File: config.mk
export PLATFORM = sky130hd
export DESIGN_NAME = gen_sp_reg_mem
export DESIGN_NICKNAME = d
export VERILOG_FILES = /design/src/rtl/gen_sp_reg_mem_pkg.sv /design/src/rtl/gen_sp_reg_mem.sv
export SDC_FILE = /design/constraint.sdc
export NUM_CORES = 1
export LEC_CHECK = 0
export ABC_AREA = 0
export CELL_PAD_IN_SITES_DETAIL_PLACEMENT = 1
export CELL_PAD_IN_SITES_GLOBAL_PLACEMENT = 1
export CORE_MARGIN = 2
export CORE_UTILIZATION = 45
export DETAILED_ROUTE_END_ITERATION = 6
export GPL_ROUTABILITY_DRIVEN = 0
export PLACE_DENSITY = 0.86
export SLEW_MARGIN = 20
export SYNTH_ARGS = -nofsm -noshare
export SYNTH_HDL_FRONTEND = slang
export SYNTH_SLANG_ARGS = --single-unit
File: constraint.sdc
create_clock -name clk -period 1.82 [get_ports clk]
set_clock_uncertainty 0.15 [all_clocks]
set_input_delay 0.182 -clock clk [delete_from_list [all_inputs] [get_ports clk]]
set_output_delay 0.182 -clock clk [all_outputs]
set_load 0.01 [all_outputs]
File: src/rtl/gen_sp_reg_mem_pkg.sv
// Shared types for the generic single-port register memory.
// The access decode turns cs/wen into one of three mutually exclusive operations.
package gen_sp_reg_mem_pkg;

   typedef enum logic [1:0] {
      AccIdle,
      AccRead,
      AccWrite
   } acc_e;

   function automatic acc_e decode_acc(input logic cs, input logic wen);
      if (!cs) begin
         return AccIdle;
      end
      return wen ? AccWrite : AccRead;
   endfunction

endpackage

File: src/rtl/gen_sp_reg_mem.sv
// Generic single-port flop memory: synchronous write with optional per-bit mask,
// registered read, out-of-range reads return zero and out-of-range writes are dropped.
module gen_sp_reg_mem
   import gen_sp_reg_mem_pkg::*;
#(
   parameter int unsigned DAT_W      = 8,
   parameter int unsigned DEPTH      = 8,
   parameter int unsigned ADD_W      = $clog2(DEPTH),
   parameter bit          BIT_EN_OPT = 1'b1
) (
   input  logic             clk,
   input  logic             rst_n,
   input  logic             cs,
   input  logic             wen,
   input  logic [ADD_W-1:0] add,
   input  logic [DAT_W-1:0] dat_in,
   input  logic [DAT_W-1:0] bit_sel,
   output logic [DAT_W-1:0] dat_out
);

   localparam int unsigned IDX_W = (DEPTH > 1) ? $clog2(DEPTH) : 1;
   // One extra bit so DEPTH == 2**ADD_W still compares correctly.
   localparam int unsigned CMP_W = ADD_W + 1;

   logic [DAT_W-1:0] mem_q [DEPTH];
   logic [DAT_W-1:0] dat_out_q;
   logic             in_range;
   logic [IDX_W-1:0] idx;
   logic [DAT_W-1:0] wr_word;
   logic [DAT_W-1:0] rd_word;
   acc_e             acc;

   function automatic logic [DAT_W-1:0] merge(input logic [DAT_W-1:0] old_word,
                                              input logic [DAT_W-1:0] new_word,
                                              input logic [DAT_W-1:0] mask);
      if (BIT_EN_OPT) begin
         return (old_word & ~mask) | (new_word & mask);
      end
      return new_word;
   endfunction

   assign acc      = decode_acc(cs, wen);
   assign in_range = {1'b0, add} < CMP_W'(DEPTH);
   // Index is only used when in_range holds, so truncating the upper bits cannot alias.
   assign idx      = IDX_W'(add);

   always_comb begin
      wr_word = merge(mem_q[idx], dat_in, bit_sel);
      rd_word = in_range ? mem_q[idx] : '0;
   end

   always_ff @(posedge clk or negedge rst_n) begin
      if (!rst_n) begin
         for (int unsigned i = 0; i < DEPTH; i++) begin
            mem_q[i] <= '0;
         end
         dat_out_q <= '0;
      end else begin
         case (acc)
            AccWrite: begin
               if (in_range) begin
                  mem_q[idx] <= wr_word;
               end
            end
            AccRead: dat_out_q <= rd_word;
            default: ;
         endcase
      end
   end

   assign dat_out = dat_out_q;

endmodule

Word-level counts from Yosys, hierarchy flattened
Cells that the tools add are included.
{"block": "classes", "magnitude_cmp": 2, "eq_ne": 2, "muxes": 8, "bitwise_logic": 5, "n_reduce_logical": 1}
{"cell": "64-bit bitwise mux", "n": 1}
{"cell": "8-bit binary-select mux with 3-bit select", "n": 1}
{"cell": "8-bit demux with 3-bit select", "n": 1}
{"cell": "8-bit 2-to-1 mux", "n": 3}
{"cell": "8-bit bitwise AND", "n": 2}
{"cell": "8-bit inverter", "n": 1}
{"cell": "8-bit bitwise OR", "n": 1}
{"cell": "4-bit greater-or-equal comparator (second input constant)", "n": 1}
{"cell": "4-bit by 1-bit < comparator with 1-bit output (second input constant)", "n": 1}
{"cell": "2-bit 2-to-1 mux", "n": 2}
{"cell": "3-bit inverter with 4-bit output", "n": 1}
{"cell": "2-bit by 1-bit == test with 1-bit output (second input constant)", "n": 1}
{"cell": "2-bit == test (second input constant)", "n": 1}
{"cell": "1-bit logical AND", "n": 1}
{"block": "word_totals", "reg_bits": 72, "input_bits": 23}

Logic depth before layout (Yosys ltp)
{"block": "depth", "depth_word": 7, "mapped_depth": 8, "ltp_nobuf": 4}

Worst setup path after synthesis
No wires, ideal clock.
{"block": "synth_timing", "kind": "in2reg", "start": "in add[1]", "end": "reg mem_q[14] in the netlist's numbering", "setup_time_ns": 0.136, "arrival_time_ns": 1.375, "setup_slack_ns": 0.159, "cell_stages": 5, "n_path_buf": 1, "cell_sequence": "buf_6 -> mux2_2 -> mux4_2 -> o22ai_4 -> o21ai_0"}
{"block": "synth_via", "elab_chain_len": 7, "word_cells_on_any_way": 12, "classes_between": "order compare (2); mux (6); bitwise (3); reduce/logical (1)"}
{"element": "start, declared", "line": "gen_sp_reg_mem.sv:15", "text": "input logic [ADD_W-1:0] add,"}
{"element": "3-bit inverter with 4-bit output (implied by the code) (*)", "line": "gen_sp_reg_mem.sv:48, gen_sp_reg_mem.sv:62"}
{"element": "8-bit binary-select mux with 3-bit select", "line": "gen_sp_reg_mem.sv:48", "text": "wr_word = merge(mem_q[idx], dat_in, bit_sel);"}
{"element": "8-bit 2-to-1 mux (implied by the code) (2 in series)", "line": "gen_sp_reg_mem.sv:48"}
{"element": "8-bit bitwise AND", "line": "gen_sp_reg_mem.sv:37", "text": "return (old_word & ~mask) | (new_word & mask);"}
{"element": "8-bit bitwise OR", "line": "gen_sp_reg_mem.sv:37"}
{"element": "64-bit bitwise mux (*)", "line": "gen_sp_reg_mem.sv:62", "text": "mem_q[idx] <= wr_word;"}
{"element": "end signal, assigned by index", "line": "gen_sp_reg_mem.sv:62"}
{"element": "end, declared", "line": "gen_sp_reg_mem.sv:25", "text": "logic [DAT_W-1:0] mem_q [DEPTH];"}
Every way passes the cells marked *; elsewhere a longest branch is shown, timed or not. The select of a mux whose other input is x is not followed.
A chain may end at the register's enable or synchronous reset.

Worst setup path in the final report
{"block": "layout_timing", "start": "in add[1]", "end": "reg mem_q[57] in the netlist's numbering"}
The elaborated chain is that of the path after synthesis.

==> results.py <==
metrics = {
    "yosys": {
        "ys_warn_count": 0,
        "postSynthCellCount": 337,
        "syn_area_mm2": 0.00368,
        "synth_area_per_cell_um2": 10.9,
        "synth_area_leaders": "dfrtp_1 (49%), mux2_2 (10%), mux2i_1 (7.6%), o21ai_0 (3.8%), nand2_1 (3.4%)",
        "synth_async_sr_flop_share_pct": 100,
        "synth_edf_count": 0,
        "synth_top_area_cell": "dfrtp_1",
        "synth_nets": 360,
        "synth_ff_type": "dfrtp_1",
        "ys_ff_latch": 72,
        "synth_top_area_share_pct": 49.0,
        "seq_area_frac_synth_pct": 49.0,
        "ys_types": 37,
    },
    "detailed_routing": {
        "vias": 2992,
        "met2_length_um": 6100,
        "wl_met1_um": 4530,
        "top_layer": "met4",
        "vias_per_cell": 5.82,
        "met3_length_um": 434,
        "wl_per_cell_um": 22.1,
        "wl_um": 11400,
        "postRouteAntennaNets": 0,
        "first_pass_iters": 4,
        "drt_iter0_markers": 227,
        "drc_errors": 0,
    },
    "cells_and_area": {
        "antenna_cells": 0,
        "fillerInstances": 830,
        "syn2layout_area_growth_pct": 32.0,
        "nets": 430,
        "multi_input_area_mm2": 0.00180,
        "regArea_mm2": 0.00180,
        "drive_gt1_share_pct": 34.5,
    },
    "setup_path": {
        "critPathSlowestCell": "nor3_1",
        "cp.depth": 8,
        "worst_setup_path_end_kind": "register",
        "crit_chain": "dlygate4sd2_1, bufbuf_16, buf_4, and2_1, buf_4, a31o_2, nor3_1, nor2_1",
        "path_common_cell": "buf_4",
        "crit_family": "buffers and inverters",
        "cp-start-kind": "input pin",
        "timing.critical_path.fanout_max": 7,
        "max_stage_delay_ns": 0.30,
        "cp_num_buf_inv": 4,
        "cp.required_ns": 1.91,
        "critical_path_class": "in -> reg",
        "worstPathArrival_ns": 2.01,
        "rr_worst_depth": 4,
    },
    "die": {
        "dieHeight_um": 94.4,
        "rows": 32,
        "io_pins": 31,
        "die_x_um": 94.4,
        "core_mm2": 0.00781,
        "start_util_pct": 47.1,
        "die_area_mm2": 0.00891,
    },
    "timing": {
        "rsz0062_at_grt": "true",
        "post-route-min-period_ns": 1.93,
        "setup_violations": 1,
        "relSlewSlack_pct": 74.1,
        "min_period_over_period_pct": 106,
        "timing.final.ws_setup_ns": -0.106,
        "drv_slew": 0,
        "setup_tns_ns": -0.106,
        "tightest_slew_ns": 0.383,
        "max_freq_mhz": 519,
        "finalHoldViolations": 0,
    },
    "global_route": {
        "overflow": 0,
        "grt_max_degree": 73,
        "antenna_found_initial": 0,
        "grt_pass1_vias": 3393,
        "grt_pass1_wl_um": 17600,
        "grt_use_total_pct": 26.4,
    },
    "clock_tree": {
        "clock-sinks": 72,
        "clock_latency_ns": 0.36,
        "htree_levels": 3,
        "numCtsBuffers": 9,
        "cts_tree": "done",
        "cts.clk_slew.worst_paths_ns": 0.08,
        "cts_buffer_depth": 2,
        "root_buffer": "clkbuf_8",
    },
    "run_status": {
        "failed_checks": "setup timing",
        "status": "finished with violations",
    },
    "flow_run": {
        "cap_viol_max_count": 0,
    },
    "power": {
        "ir_worst_vdd_mv": 0.971,
        "finalPower_uw": 5170,
        "p_per_area_mw_per_mm2": 1070,
        "p_leak_uw": 0.00229,
    },
    "placed_design": {
        "hpwl_um": 6920,
        "port_buffers": 30,
    },
    "min_path": {
        "hp-class": "in -> async",
    },
}
where the power goes:
group          internal [uW]  switching [uW]
clock network            983             640
logic                    676             610
registers               2010             251
total                   3670            1500
per-stage QoR:
step                std cells  setup slack [ns]  hold WS (ns)  util [%]  area [um^2]
finish                    514            -0.106         0.227      62.1         4850
detailed placement        485            -0.533        0.0937      55.1         4300
floorplan                 337             0.159        -0.264         -         3680
CTS                       509           0.00135         0.246      60.5         4730
global placement          485            -0.461        0.0921      55.1         4300
global route              514            -0.139         0.271      62.1         4850
sequential cells by signal, indices dropped and copies added, names as in the netlist:
| register | count |
|---|---|
| mem_q | 64 |
| dat_out | 8 |
cells by family after synthesis:
family | Yosys count | share of synthesized area (%)
AND/OR/NAND/NOR | 84 | 10.7
buffers and inverters | 35 | 5.48
multiplexers | 64 | 19.3
AO/OA/AOI/OAI | 82 | 15.6
flip-flops | 72 | 49.0
cell usage in the layout (no fill, tap or decap), types with 10 or more instances in the layout:
cell type        count
buf_6               10
dfrtp_1             72
nand2_1             31
mux2_2              28
o21ai_1             10
clkbuf_8            11
a21oi_1             20
buf_4               43
nor2_1              23
clkdlybuf4s50_1     24
o21ai_0             15
mux2i_1             27
routing by layer:
layer,GRT usage [%],vias to the layer above
li1,-,1340
met1,30.9,1540
met2,47.5,89
met3,3.35,23
met4,13.8,0
met5,0,-
cell type report:
class / instances / area share [%]
repair buffers: 90 / 17.7
multi-input cells: 230 / 37.0
flip-flops and latches: 72 / 37.1
well taps: 102 / 2.63
clock buffers: 11 / 3.12
clock inverters: 5 / 2.11
inverters: 4 / 0.309
tightest hold or removal path, delay by kind of cell:
| kind | cells | cell delay [ns] |
|---|---|---|
| buffers and inverters | 3 | 0.97 |
worst paths after layout:
check                           startpoint         end  slack [ns]
max in group asynchronous            rst_n   mem_q[40]        0.95
worst max-delay path                add[1]   mem_q[57]       -0.11
worst min register to register  dat_out[4]  dat_out[4]        0.34
min in group clk                        cs   mem_q[16]        0.24
worst max register to register   mem_q[54]   mem_q[30]        0.02
worst min-delay path                 rst_n   mem_q[32]        0.23
cell usage after synthesis, types with 3 or more instances:
library cell and instances:
dfrtp_1 72, mux2_2 34, nand2_1 33, mux2i_1 28, o21ai_0 28, nor2_1 25, a21oi_1 23, clkbuf_1 14
buf_2 8, buf_6 7, nor3_1 6, nand2b_1 5, a211o_1 4, a21boi_0 4, a21o_1 4, inv_1 4
nor2b_1 4, a211oi_1 3
timing repair:
item                                    CTS  global route
resized for setup                        30            30
hold buffers                              1             0
endpoints found under the setup margin   62            54
buffers inserted                          5             5
hold endpoints to repair                 72             0
pin swaps                                 6            10
cloned                                    2             0
(Power assumes the default switching activity.)
